### config.mk
export PLATFORM = sky130hd
export DESIGN_NAME = fifo_read_port
export DESIGN_NICKNAME = d
export VERILOG_FILES = /design/src/rtl/fifo_read_port.sv
export SDC_FILE = /design/constraint.sdc
export NUM_CORES = 1
export LEC_CHECK = 0
export BUFFER_PORTS_ARGS = -buffer_cell sky130_fd_sc_hd__clkbuf_2
export CORE_MARGIN = 10
export CORE_UTILIZATION = 55
export DETAILED_ROUTE_END_ITERATION = 8
export GPL_TIMING_DRIVEN = 0
export HOLD_SLACK_MARGIN = 0.02
export PLACE_DENSITY = 0.93
export SYNTH_ARGS = -nofsm -noshare
export SYNTH_HDL_FRONTEND = slang
export SYNTH_SLANG_ARGS = --single-unit
### constraint.sdc
create_clock -name rclk -period 3.6 [get_ports rclk]
set_input_delay 0.18 -clock rclk [delete_from_list [all_inputs] [get_ports rclk]]
set_output_delay 0.18 -clock rclk [all_outputs]
set_load 0.01 [all_outputs]
### src/rtl/fifo_read_port.sv
// Read-side consumer for the dual-clock FIFO memory: issues reads, absorbs the
// one-cycle memory latency and presents words as a valid/ready stream via a 2-entry buffer.
module fifo_read_port #(
  parameter int DWIDTH   = 8,
  parameter int CNTWIDTH = 16
) (
  input  logic                rclk,
  input  logic                rrst,
  input  logic                empty,
  output logic                r_enable,
  input  logic [DWIDTH-1:0]   rdata,
  output logic [DWIDTH-1:0]   dout,
  output logic                dout_valid,
  input  logic                dout_ready,
  output logic [CNTWIDTH-1:0] rd_count,
  output logic                busy
);

  logic              inflight;
  logic [1:0]        occ;
  logic [DWIDTH-1:0] buf0;
  logic [DWIDTH-1:0] buf1;
  logic              pop;
  logic [2:0]        level_next;

  assign dout_valid = (occ != 2'd0);
  assign dout       = buf0;
  assign busy       = inflight || (occ != 2'd0);

  // Only request a word when it is guaranteed a buffer slot after this edge's pop.
  always_comb begin
    pop        = dout_valid && dout_ready;
    level_next = {1'b0, occ} + {2'b00, inflight} - {2'b00, pop};
    r_enable   = !rrst && !empty && (level_next < 3'd2);
  end

  always_ff @(posedge rclk) begin
    if (rrst) begin
      inflight <= 1'b0;
      occ      <= 2'd0;
      buf0     <= '0;
      buf1     <= '0;
      rd_count <= '0;
    end else begin
      inflight <= r_enable;
      occ      <= level_next[1:0];
      rd_count <= rd_count + {{(CNTWIDTH-1){1'b0}}, pop};
      // Captured word lands in the slot just behind the head as seen after the pop.
      case ({inflight, pop})
        2'b11: begin
          if (occ == 2'd2) begin
            buf0 <= buf1;
            buf1 <= rdata;
          end else begin
            buf0 <= rdata;
          end
        end
        2'b01: begin
          buf0 <= buf1;
        end
        2'b10: begin
          if (occ == 2'd0) begin
            buf0 <= rdata;
          end else if (occ == 2'd1) begin
            buf1 <= rdata;
          end
        end
        default: begin
        end
      endcase
    end
  end

endmodule
==> impl_metrics.tcl, run 1 <==
set metrics [dict create \
    status "complete, no violations" \
    p_leak_nw 0.896 \
    cts_tree "done" \
    period_needed_ns 2.43 \
    overflow 0 \
    final_common_cell "clkbuf_2" \
    synthTopCellsByArea "dfxtp_1 (40%), a2111oi_2 (6.9%), nor2b_4 (6.4%)" \
    layout-drive-gt1-share_pct 30.9 \
    rsz0062_at_grt "no" \
    clk_latency_ns 0.35 \
    place_area_sq_mm 0.00197 \
    drt-initial-drc-count 87 \
    crit_fanout 6 \
    antenna_found_initial 0 \
    finalSetupViolCount 0 \
    worstMarginPinSlew_ns 0.704 \
    yosysSeqAreaShare_pct 40.5 \
    gp_congestion 0.827 \
    post-synth-top-area-fraction_pct 40.5 \
    area_delta_synth_final_pct 17.4 \
    max_clock_freq_mhz 411 \
    synth_seq_cells 35 \
    finalMaxSlewViolations 0 \
    syn-num-nets 190 \
    grt_max_degree 11 \
    synth.avg_cell_area_sq_um 9.94 \
    async_reset_ff_share_pct 0 \
    r2r-start "occ[1]" \
    skew_ns 0.00671 \
    cts_buffers 5 \
    routedWlPerCell_microns 14.5 \
    clock_path_buffers 2 \
    cp.arrival_ns 2.25 \
    clock_sinks 35 \
    die_h_microns 76.1 \
    hpwl_mm 2.81 \
    hold_start "rdata[1]" \
    fin_area_sq_mm 0.00203 \
    diodes 0 \
    ir_drop_mv 0.259 \
    drc 0 \
    syn-instance-count 174 \
    start_util_pct 57.1 \
    rows 20 \
    startpoint "occ[1]" \
    num_vias 1410 \
    grt_pass1_wl_mm 6.37 \
    cts_hold_buf 1 \
    die_width_microns 76.1 \
    core_area_sq_mm 0.00303 \
    fin_tns_setup_ns 0 \
    layout.nets 235 \
    maxCapViolCount 0 \
    hold_viol 0 \
    crit_type "reg -> out" \
    post_cts_buffers 0 \
    synthFlopType "dfxtp_1" \
    power_density_mw_per_mm2 419 \
    crit_path_end_kind "output port" \
    critPathRequiredTime_ns 3.42 \
    ioPinCount 39 \
    synth_edf_count 0 \
    viasPerCell 5.34 \
    fin_ws_ns 1.17 \
    yosysWarnings 0 \
    clkSlewWorstSetupHoldPaths_ns 0.10 \
    grt.total_usage_pct 13.1 \
    ant_nets 0 \
    pre_cts_ws_ns 1.25 \
    hold_class "in -> reg" \
    wl_mm 3.84 \
    post_cts_resized 0 \
    dieArea_sq_mm 0.00579 \
    slew_headroom_pct 53.1 \
    htreeDepth 2 \
    worst_setup_path_start_kind "flip-flop" \
    post-route-period-util_pct 67.6 \
    mostFrequentLayoutCells "clkbuf_2 (37), dfxtp_1 (35), nor2_1 (29)" \
    netlist_area_sq_mm 0.00173 \
    synth_top_area_cell "dfxtp_1" \
    yosysUniqueCellTypes 36 \
    grt_pass1_vias 1353 \
    firstDrtPassIters 4 \
    io_buffer_count 37 \
    root_buffer "clkbuf_4" \
]
-- worst max-delay path: stages (launching register included) --
cell and delay (ns):
dfxtp_1 0.50, nand3b_1 0.20, o21ai_0 0.13, ha_1 0.21
fa_1 0.46, nor4_1 0.24, clkbuf_2 0.18
-- cells in the mapped netlist (5+ instances only) --
cell type   n
o22ai_1     8
mux2i_1     8
xnor2_1     8
nand2_1    10
nand4_1     5
nor2b_4     8
a2111oi_2   8
dfxtp_1    35
nor2_1     29
inv_1       5
-- state kept, by name, summed over array words and instances, names as in the netlist --
register,cells
occ,2
buf1,8
rd_count,16
dout,8
inflight,1
-- logic make-up (layout without fill, tap and decap cells) --
family	Yosys count	count (layout)	synth area share, %
AND/OR/NAND/NOR	77	77	27.5
flip-flops	35	35	40.5
AO/OA/AOI/OAI	24	24	12.5
buffers and inverters	13	59	3.33
XOR/XNOR	11	11	5.57
multiplexers	10	10	7.23
adder cells (fa/ha/maj)	4	4	3.33
-- stage by stage --
step           hold slack, ns  std cells  util, %  total power, mW
6_report               0.0964        264     67.1            0.852
5_1_grt                0.0926        264     67.1            0.897
4_1_cts                0.0891        264     67.1            0.860
3_5_place_dp            0.368        255     65.1            0.655
3_3_place_gp            0.365        255     65.1            0.649
2_1_floorplan           0.258        174        -            0.596
-- path summary, 6_finish.rpt --
| kind | end | slack, ns | depth (start not counted) |
|---|---|---|---|
| worst max-delay path | r_enable | 1.17 | 6 |
| worst min-delay path | buf1[1] | 0.1 | 3 |
| worst min register to register | buf1[1] | 0.51 | 2 |
| worst max register to register | rd_count[10] | 1.57 | 9 |
-- report_power, final --
group	total (mW)	internal (mW)	switching, mW
sequential	0.437	0.411	0.0258
clock	0.205	0.0760	0.129
combinational	0.210	0.106	0.104
total	0.852	0.593	0.258
-- metal layers --
metal | track usage (%) | wire (microns) | up-vias
met5 | 0 | 0 | -
met4 | 7.06 | 82 | 0
met3 | 5.31 | 248 | 5
met2 | 21.3 | 1890 | 38
met1 | 14.2 | 1620 | 664
li1 | - | - | 703
-- final cells by class --
class                      instances  area, sq um
multi-input combinational        126          972
tap                               44         55.1
inverter                           7         27.5
sequential                        35          701
timing repair buffer              38          195
clock inverter                     1         5.00
buffer                             6         30.0
clock buffer                       7         45.0
fill                             256          997
(Power assumes the default switching activity.)
==> run 2: changes to the inputs <==
- CORE_UTILIZATION: 55 -> 53
- PLACE_DENSITY: 0.93 -> 0.9
- clock period: 3.6 -> 2.45 ns (I/O delays scaled with it)
==> run 2 against run 1 <==
Net effect:
- worst setup slack lost 1.0 ns
- largest power group unchanged
- largest cell class unchanged
- via count shrank 0.57%
- clock-buffer cell count is the same
- critical path type unchanged
==> impl_metrics.tcl, run 2 (same netlist as run 1, synthesis figures left out) <==
set metrics [dict create \
    status "complete, no violations" \
    viasPerCell 5.31 \
    cpLargestDelayFamily "adder cells" \
    slew_headroom_pct 54.8 \
    overflow 0 \
    cp_cell_sequence "nand3b_1 > o21ai_0 > ha_1 > fa_1 > nor4_1 > clkbuf_2" \
    pre_cts_ws_ns 0.208 \
    top_register "rd_count" \
    grt_max_degree 11 \
    grt_pass1_wl_mm 6.56 \
    power_density_mw_per_mm2 611 \
    cts_tree "done" \
    rows 20 \
    max_stage_delay_ns 0.48 \
    r2r-start "occ[0]" \
    r2r_cells 9 \
    clock_path_buffers 2 \
    io_buffer_count 37 \
    clock_sinks 35 \
    crit_buf_inv 1 \
    startpoint "occ[0]" \
    antenna_found_initial 0 \
    gp_congestion 0.853 \
    worst_setup_path_start_kind "flip-flop" \
    grt.total_usage_pct 13.2 \
    cp.arrival_ns 2.20 \
    firstDrtPassIters 4 \
    cp.depth 6 \
    finalSetupViolCount 0 \
    area_delta_synth_final_pct 17.4 \
    die_h_microns 77.1 \
    slowest_stage "fa_1" \
    cp-endpoint "r_enable" \
    crit_type "reg -> out" \
    grt_pass1_vias 1447 \
    root_buffer "clkbuf_4" \
    layout-drive-gt1-share_pct 31.4 \
    clk_latency_ns 0.33 \
    ff2ff_setup_slack_ns 0.56 \
    rsz0062_at_grt "no" \
    max_clock_freq_mhz 430 \
    largest_reg_flops 16 \
    critPathRequiredTime_ns 2.33 \
    nFillCells 255 \
    diodes 0 \
    worstMarginPinSlew_ns 0.678 \
    fin_area_sq_mm 0.00203 \
    skew_ns 0.0129 \
    period_needed_ns 2.32 \
    hold_class "in -> reg" \
    fin_ws_ns 0.125 \
    place_area_sq_mm 0.00197 \
    cts_buffers 5 \
    num_vias 1402 \
    routedWlPerCell_microns 14.0 \
    dieArea_sq_mm 0.00595 \
    ant_nets 0 \
    mostFrequentLayoutCells "clkbuf_2 (37), dfxtp_1 (34), nor2_1 (29)" \
    core_area_sq_mm 0.00308 \
    die_width_microns 77.1 \
    timing.rr.end "rd_count[10]" \
    drc 0 \
    drt-initial-drc-count 127 \
    crit_path_end_kind "output port" \
    finalMaxSlewViolations 0 \
    fin_util_pct 66.0 \
    start_util_pct 56.2 \
    clkSlewWorstSetupHoldPaths_ns 0.10 \
    p_leak_nw 0.897 \
    post-route-period-util_pct 94.9 \
    hpwl_mm 2.88 \
    ioPinCount 39 \
    wl_mm 3.69 \
    fin_tns_setup_ns 0 \
    layout.nets 235 \
    htreeDepth 2 \
    ir_drop_mv 0.494 \
    total_power_mw 1.24 \
    final_common_cell "clkbuf_2" \
    maxCapViolCount 0 \
    hold_viol 0 \
    crit_fanout 5 \
]
[run 2: repair_timing]
action / in CTS / in global routing
hold buffers: 1 / 0
setup endpoints to repair: 0 / 1
gates resized for setup: 0 / 1
setup buffers: 0 / 0
endpoints found under the hold margin: 1 / 0
[run 2: worst register-to-register path, cell delays in order, from the launching register on]
cell and delay, ns:
dfxtp_1 0.43, nor2_2 0.08, clkinv_2 0.09, and2_1 0.13
ha_1 0.20, ha_1 0.30, nand3_1 0.14, nor3_1 0.23
xnor2_1 0.15, nor2_1 0.05
[run 2: metal layers]
| layer | share of wire, % | vias up | wire (microns) | GRT usage, % |
|---|---|---|---|---|
| met4 | 2.2 | 0 | 80 | 6.39 |
| li1 | - | 705 | - | - |
| met1 | 41 | 653 | 1490 | 14.1 |
| met2 | 52 | 37 | 1920 | 22.8 |
| met5 | 0 | - | 0 | 0 |
| met3 | 5.2 | 7 | 193 | 4.08 |
[run 2: area by class of cell]
class / instances / area [sq um] / area share [%]
buffer: 6 / 30.0 / 1.48
multi-input combinational: 126 / 972 / 47.8
sequential: 35 / 702 / 34.5
inverter: 7 / 27.5 / 1.35
clock inverter: 1 / 5.00 / 0.246
tap: 44 / 55.1 / 2.71
clock buffer: 7 / 45.0 / 2.22
timing repair buffer: 38 / 195 / 9.61
[run 2: worst min-delay path by stage]
stage	startpoint	end	slack, ns	cells after the start
after floorplan	empty	inflight	0.20	1
after global placement	empty	inflight	0.31	2
after detailed placement	empty	inflight	0.31	2
after CTS	rdata[0]	buf1[0]	0.05	3
after global routing	rdata[2]	buf1[2]	0.06	3
final	rdata[0]	buf1[0]	0.06	3
[run 2: power by group]
| part | switching, mW | internal (mW) | leakage [nW] | total (mW) |
|---|---|---|---|---|
| logic | 0.150 | 0.156 | 0.583 | 0.305 |
| registers | 0.0387 | 0.604 | 0.284 | 0.643 |
| clock network | 0.181 | 0.112 | 0.0293 | 0.293 |
| total | 0.370 | 0.872 | 0.897 | 1.24 |
[run 2: metrics by stage]
stage               std cells  hold slack, ns
floorplan                 174           0.201
global placement          255           0.307
detailed placement        255           0.311
CTS                       264          0.0524
global route              264          0.0569
finish                    264          0.0628
